`src/rtl/hazard_stall_fwd_unit_pkg.sv`:
```
// Shared encodings for the D-stage hazard unit: Tuse/Tnew markers,
// forwarding select codes and default mult/div latencies.
package hazard_stall_fwd_unit_pkg;

  localparam int TW_DEF       = 2;
  localparam int MULT_LAT_DEF = 5;
  localparam int DIV_LAT_DEF  = 10;

  // Tnew/Tuse of 0 means "now"; the all-ones code means "never".
  localparam int T_NOW = 0;

  function automatic int t_never(input int tw);
    return (1 << tw) - 1;
  endfunction

  typedef enum logic [1:0] {
    FWD_RF = 2'd0,
    FWD_E  = 2'd1,
    FWD_M  = 2'd2,
    FWD_W  = 2'd3
  } fwd_sel_e;

endpackage

```
`src/rtl/hazard_stall_fwd_unit_md_busy_ctr.sv`:
```
// HI/LO occupancy counter: loads the mult/div latency when an operation
// leaves E and counts down; flags any start issued while still busy.
module md_busy_ctr
  import hazard_stall_fwd_unit_pkg::*;
#(
  parameter int MULT_LAT = MULT_LAT_DEF,
  parameter int DIV_LAT  = DIV_LAT_DEF
) (
  input  logic clk,
  input  logic reset,
  input  logic start,
  input  logic is_div,
  output logic md_busy,
  output logic md_err
);

  localparam int MAX_LAT = (MULT_LAT > DIV_LAT) ? MULT_LAT : DIV_LAT;
  localparam int CW      = $clog2(MAX_LAT + 1);

  logic [CW-1:0] cnt_reg, cnt_next;
  logic          err_reg, err_next;

  // A start while busy never reloads; the current operation keeps draining.
  always_comb begin
    cnt_next = cnt_reg;
    err_next = err_reg;
    if (start && cnt_reg == '0) begin
      cnt_next = is_div ? CW'(DIV_LAT) : CW'(MULT_LAT);
    end else if (cnt_reg != '0) begin
      cnt_next = cnt_reg - 1'b1;
    end
    if (start && cnt_reg != '0) begin
      err_next = 1'b1;
    end
  end

  always_ff @(posedge clk or posedge reset) begin
    if (reset) begin
      cnt_reg <= '0;
      err_reg <= 1'b0;
    end else begin
      cnt_reg <= cnt_next;
      err_reg <= err_next;
    end
  end

  assign md_busy = (cnt_reg != '0);
  assign md_err  = err_reg;

endmodule

```
`src/rtl/hazard_stall_fwd_unit.sv`:
```
// D-stage hazard unit: Tuse/Tnew stall detection, D-stage forwarding
// selects and HI/LO busy tracking for the 5-stage MIPS pipeline.
module hazard_stall_fwd_unit
  import hazard_stall_fwd_unit_pkg::*;
#(
  parameter int RAW      = 5,
  parameter int TW       = TW_DEF,
  parameter int MULT_LAT = MULT_LAT_DEF,
  parameter int DIV_LAT  = DIV_LAT_DEF,
  parameter int ALT_REG  = 31
) (
  input  logic           clk,
  input  logic           reset,
  input  logic [RAW-1:0] D_rs,
  input  logic [RAW-1:0] D_rt,
  input  logic [TW-1:0]  D_tuse_rs,
  input  logic [TW-1:0]  D_tuse_rt,
  input  logic           D_md_use,
  input  logic [RAW-1:0] E_dst,
  input  logic           E_dst_alt,
  input  logic           E_we,
  input  logic [TW-1:0]  E_tnew,
  input  logic           E_md_start,
  input  logic           E_md_div,
  input  logic [RAW-1:0] M_dst,
  input  logic           M_we,
  input  logic [TW-1:0]  M_tnew,
  input  logic [RAW-1:0] W_dst,
  input  logic           W_we,
  output logic           stall,
  output logic [1:0]     fwd_rs,
  output logic [1:0]     fwd_rt,
  output logic           md_busy,
  output logic           md_err
);

  localparam logic [TW-1:0]  T_NEVER_V = TW'(t_never(TW));
  localparam logic [TW-1:0]  T_NOW_V   = TW'(T_NOW);
  localparam logic [RAW-1:0] ALT_V     = RAW'(ALT_REG);

  logic [RAW-1:0] src  [2];
  logic [TW-1:0]  tuse [2];
  logic [1:0]     src_stall;
  fwd_sel_e       fwd_sel [2];
  logic           md_hazard;

  assign src[0]  = D_rs;
  assign src[1]  = D_rt;
  assign tuse[0] = D_tuse_rs;
  assign tuse[1] = D_tuse_rt;

  generate
    for (genvar gi = 0; gi < 2; gi++) begin : g_src
      logic     live;
      logic     hit_e, hit_m;
      fwd_sel_e sel;

      assign live  = (src[gi] != '0) && (tuse[gi] != T_NEVER_V);
      assign hit_e = live && E_we && (tuse[gi] < E_tnew) &&
                     ((src[gi] == E_dst) || (E_dst_alt && src[gi] == ALT_V));
      assign hit_m = live && M_we && (tuse[gi] < M_tnew) && (src[gi] == M_dst);

      // Youngest ready producer wins; an unresolved E destination cannot forward.
      always_comb begin
        sel = FWD_RF;
        if (!(hit_e || hit_m) && src[gi] != '0) begin
          if (E_we && !E_dst_alt && E_tnew == T_NOW_V && src[gi] == E_dst) begin
            sel = FWD_E;
          end else if (M_we && M_tnew == T_NOW_V && src[gi] == M_dst) begin
            sel = FWD_M;
          end else if (W_we && src[gi] == W_dst) begin
            sel = FWD_W;
          end
        end
      end

      assign src_stall[gi] = hit_e || hit_m;
      assign fwd_sel[gi]   = sel;
    end
  endgenerate

  md_busy_ctr #(
    .MULT_LAT (MULT_LAT),
    .DIV_LAT  (DIV_LAT)
  ) u_md_busy_ctr (
    .clk     (clk),
    .reset   (reset),
    .start   (E_md_start),
    .is_div  (E_md_div),
    .md_busy (md_busy),
    .md_err  (md_err)
  );

  assign md_hazard = D_md_use && (md_busy || E_md_start);
  assign stall     = (|src_stall) || md_hazard;
  assign fwd_rs    = fwd_sel[0];
  assign fwd_rt    = fwd_sel[1];

endmodule
```
`config.mk`:
```
export PLATFORM = sky130hd
export DESIGN_NAME = hazard_stall_fwd_unit
export DESIGN_NICKNAME = d
export VERILOG_FILES = /design/src/rtl/hazard_stall_fwd_unit_pkg.sv /design/src/rtl/hazard_stall_fwd_unit_md_busy_ctr.sv /design/src/rtl/hazard_stall_fwd_unit.sv
export SDC_FILE = /design/constraint.sdc
export NUM_CORES = 1
export LEC_CHECK = 0
export CELL_PAD_IN_SITES_DETAIL_PLACEMENT = 1
export CELL_PAD_IN_SITES_GLOBAL_PLACEMENT = 2
export CORE_MARGIN = 2
export CORE_UTILIZATION = 19
export CTS_CLUSTER_SIZE = 10
export DETAILED_ROUTE_END_ITERATION = 16
export PLACE_DENSITY_LB_ADDON = 0.1
export SLEW_MARGIN = 20
export SYNTH_ARGS = -nofsm -noshare
export SYNTH_HDL_FRONTEND = slang
export SYNTH_SLANG_ARGS = --single-unit
```
`constraint.sdc`:
```
create_clock -name clk -period 1.95 [get_ports clk]
set_clock_uncertainty 0.2 [all_clocks]
set_input_delay 0.195 -clock clk [delete_from_list [all_inputs] [get_ports clk]]
set_output_delay 0.195 -clock clk [all_outputs]
set_load 0.05 [all_outputs]
```
==> reports/results.tsv, run 1 <==
stage	metric	value	unit
outcome	status	complete, but fails checks	
outcome	failed_checks	setup timing	
route	antenna_left	0	
global_routing	antenna_found_initial	0	
floorplan	core	0.00507	mm²
logic_synthesis	syn-instance-count	128	
logic_synthesis	syn_nets	176	
floorplan	fp-row-count	26	
cells_and_area	layoutNonFillerInstCount	295	
floorplan	pin_count	49	
clock_tree	cts.sinks	5	
setup_path	crit_buf_inv	2	
setup_path	path_class	reg -> out	
setup_path	worstPathArrival	1870	ps
setup_path	cp_slowest_stage_delay	380	ps
clock_tree	clk_path_buf_depth	2	
job	max_cap_viol_count	0	
route	post_drt_wl_per_cell	15.0	µm
timing	relSlewSlack	80.5	%
setup_path	cp_max_fo	2	
clock_tree	cts_tree	built	
setup_path	crit_chain	inv_2 -> ha_4 -> or3b_4 -> o21a_1 -> a221o_2 -> buf_12	
cells_and_area	largest_register_ffs	4	
floorplan	die_h	76.1	µm
cells_and_area	fillers	599	
global_routing	grtUsageTotal	15.3	%
cells_and_area	layout-drive-gt1-share	60.9	%
timing	fmax	0.442	GHz
logic_synthesis	syn_area	988	µm²
global_routing	grt_max_degree	8	
setup_path	worst-r2r-cell-count	6	
power_and_ir_drop	powerDensity	543	mW/mm²
setup_path	cp_data_required_time	1550	ps
timing	finalHoldViolCount	0	
setup_path	critPathLaunchType	register	
setup_path	worst-path-stages	6	
cells_and_area	nets	274	
global_routing	grt_pass1_vias	1512	
setup_path	r2r_slack	180	ps
route	drt_iter0_markers	27	
clock_tree	clockRootBuffer	clkbuf_8	
placement	pre_cts_slack	-639	ps
placement	place_hpwl	3570	µm
placement	place_inst	276	
timing	rsz0062_at_grt	true	
timing	fin_crit_sh	116	%
route	wirelength	4420	µm
timing	period_needed	2260	ps
cells_and_area	area_growth	124	%
cells_and_area	regArea	125	µm²
worst_hold_path	hp-class	reg -> reg	
power_and_ir_drop	vdd_ir_drop_max	0.674	mV
placement	globalplace.congestion	0.835	
floorplan	start_util	19.5	%
setup_path	crit_start	u_md_busy_ctr.cnt_reg[1]$_DFFE_PP0P_	
placement	port_buffers	48	
power_and_ir_drop	power_leakage	0.967	nW
timing	final-setup-viol-count	5	
route	dr.pass1.iters	4	
cells_and_area	diodes	0	
setup_path	r2r-end	u_md_busy_ctr.cnt_reg[0]$_DFFE_PP0P_	
timing	fin_ws	-315	ps
logic_synthesis	avgSynthCellArea	7.72	µm²
floorplan	die-area	0.00580	mm²
cells_and_area	multi_input_area	0.00111	mm²
logic_synthesis	synth_cell_types	34	
clock_tree	clk_latency	220	ps
setup_path	r2r-start	u_md_busy_ctr.cnt_reg[1]$_DFFE_PP0P_	
timing	maxSlewViolCount	0	
timing	worst_pin_slew	290	ps
setup_path	end_kind	primary output	
logic_synthesis	synth-edff-count	0	
setup_path	cp_top_family	compound AO/OA/AOI/OAI gates	
logic_synthesis	seq_area_frac_synth	12.7	%
floorplan	die_w	76.1	µm
global_routing	grt_pass1_wl	7200	µm
route	avgViaCountPerCell	4.50	
route	vias	1327	
clock_tree	cts.clk_slew.worst_paths	30	ps
global_routing	gr-total-overflow	0	
logic_synthesis	ys_warn_count	0	
setup_path	cp_slowest_cell	dfrtp_1	
logic_synthesis	synth_seq_cells	5	
setup_path	crit_end	stall	
power_and_ir_drop	p_total	1.20	mW
logic_synthesis	synthFlopType	dfrtp_1	
logic_synthesis	async_flop_share	100	%
route	drc	0	
clock_tree	numCtsBuffers	3	
clock_tree	cts_max_level	1	
==> per-stage QoR <==
stage	area (µm²)	util [%]	TNS (ps)	hold slack, ps
2_1_floorplan	1040	-	-618	-226
3_3_place_gp	1830	36.0	-3050	204
3_5_place_dp	1830	36.0	-3050	214
4_1_cts	2160	42.5	-676	258
5_1_grt	2220	43.7	-842	293
6_report	2220	43.7	-583	253
==> placed cells by master, fill, tap and decap left out, types with 4 or more instances in the layout <==
cell type        instances
xor2_1                  20
dfrtp_1                  5
xnor2_2                  5
nor2_1                   7
nand2_1                  7
buf_4                   44
nand2b_4                 4
clkdlybuf4s50_1          7
nor3_2                   4
buf_2                   12
ha_4                     5
buf_6                   15
clkbuf_2                 7
==> worst min-delay path by stage <==
stage	cells past startpoint	end	slack, ps	startpoint
2_1_floorplan	1	u_md_busy_ctr.cnt_reg[0]$_DFFE_PP0P_	-230	reset
3_3_place_gp	2	u_md_busy_ctr.md_err$_DFFE_PP0P_	200	reset
3_5_place_dp	2	u_md_busy_ctr.md_err$_DFFE_PP0P_	210	reset
4_1_cts	1	u_md_busy_ctr.md_err$_DFFE_PP0P_	260	u_md_busy_ctr.md_err$_DFFE_PP0P_
5_1_grt	1	u_md_busy_ctr.md_err$_DFFE_PP0P_	290	u_md_busy_ctr.md_err$_DFFE_PP0P_
6_report	1	u_md_busy_ctr.md_err$_DFFE_PP0P_	250	u_md_busy_ctr.md_err$_DFFE_PP0P_
==> cells by family (layout without fill, tap and decap cells) <==
family / count (synthesis) / after routing / share of synthesized area [%]
adders and majority gates: 6 / 6 / 7.59
xor gates and xnor gates: 31 / 31 / 29.0
buffers and inverters: 12 / 109 / 6.46
and+or+nand+nor: 53 / 53 / 29.1
DFF: 5 / 5 / 12.7
AOI/OAI and AO/OA: 21 / 21 / 15.2
==> layer usage <==
| layer | GRT usage (%) | vias up | wire length, µm |
|---|---|---|---|
| met4 | 5.82 | 0 | 90 |
| met2 | 26.7 | 40 | 2230 |
| li1 | - | 646 | - |
| met1 | 18.8 | 632 | 1920 |
| met5 | 0 | - | 0 |
| met3 | 2.49 | 9 | 183 |
==> timing repair <==
action                                  4_1_cts  5_1_grt
endpoints found under the setup margin        6        6
pin swaps                                    36       23
resized for setup                           156       35
hold buffers                                  1        0
endpoints found under the hold margin         5        0
setup buffers                                 9        5
==> report_power, final <==
part	internal [mW]	leakage, nW	switching [mW]	total [mW]
sequential	0.151	0.0547	0.0330	0.184
clock	0.140	0.0228	0.0472	0.187
combinational	0.470	0.889	0.364	0.833
==> synth_stat cells, types with 3 or more instances <==
| cell type | number | area [µm²] |
|---|---|---|
| and3_1 | 3 | 18.8 |
| nand3_1 | 5 | 25.0 |
| a21oi_1 | 7 | 35.0 |
| nand4_1 | 3 | 18.8 |
| nand2_1 | 7 | 26.3 |
| nand2b_1 | 5 | 31.3 |
| xor2_1 | 23 | 201 |
| nor3_1 | 8 | 40.0 |
| nor2_1 | 9 | 33.8 |
| dfrtp_1 | 5 | 125 |
| inv_1 | 7 | 26.3 |
| xnor2_1 | 6 | 52.6 |
| ha_1 | 6 | 75.1 |
| nor4_1 | 5 | 31.3 |
==> final cells by class <==
class | instances | area share [%]
repair buffers | 98 | 37.0
multi-input cells | 111 | 50.1
clock buffers | 4 | 2.03
inverters | 7 | 1.30
well taps | 70 | 3.95
flip-flops and latches | 5 | 5.64
(Power assumes the default switching activity.)
==> inputs of run 2 (changes only) <==
--- a/config.mk
+++ b/config.mk
@@ -11,6 +11,7 @@
 export CORE_UTILIZATION = 19
 export CTS_CLUSTER_SIZE = 10
 export DETAILED_ROUTE_END_ITERATION = 16
+export HOLD_SLACK_MARGIN = 0.08
 export PLACE_DENSITY_LB_ADDON = 0.1
 export SLEW_MARGIN = 20
 export SYNTH_ARGS = -nofsm -noshare
==> results of run 2 <==
Final layout, timing and power as in run 1 (identical DEF).
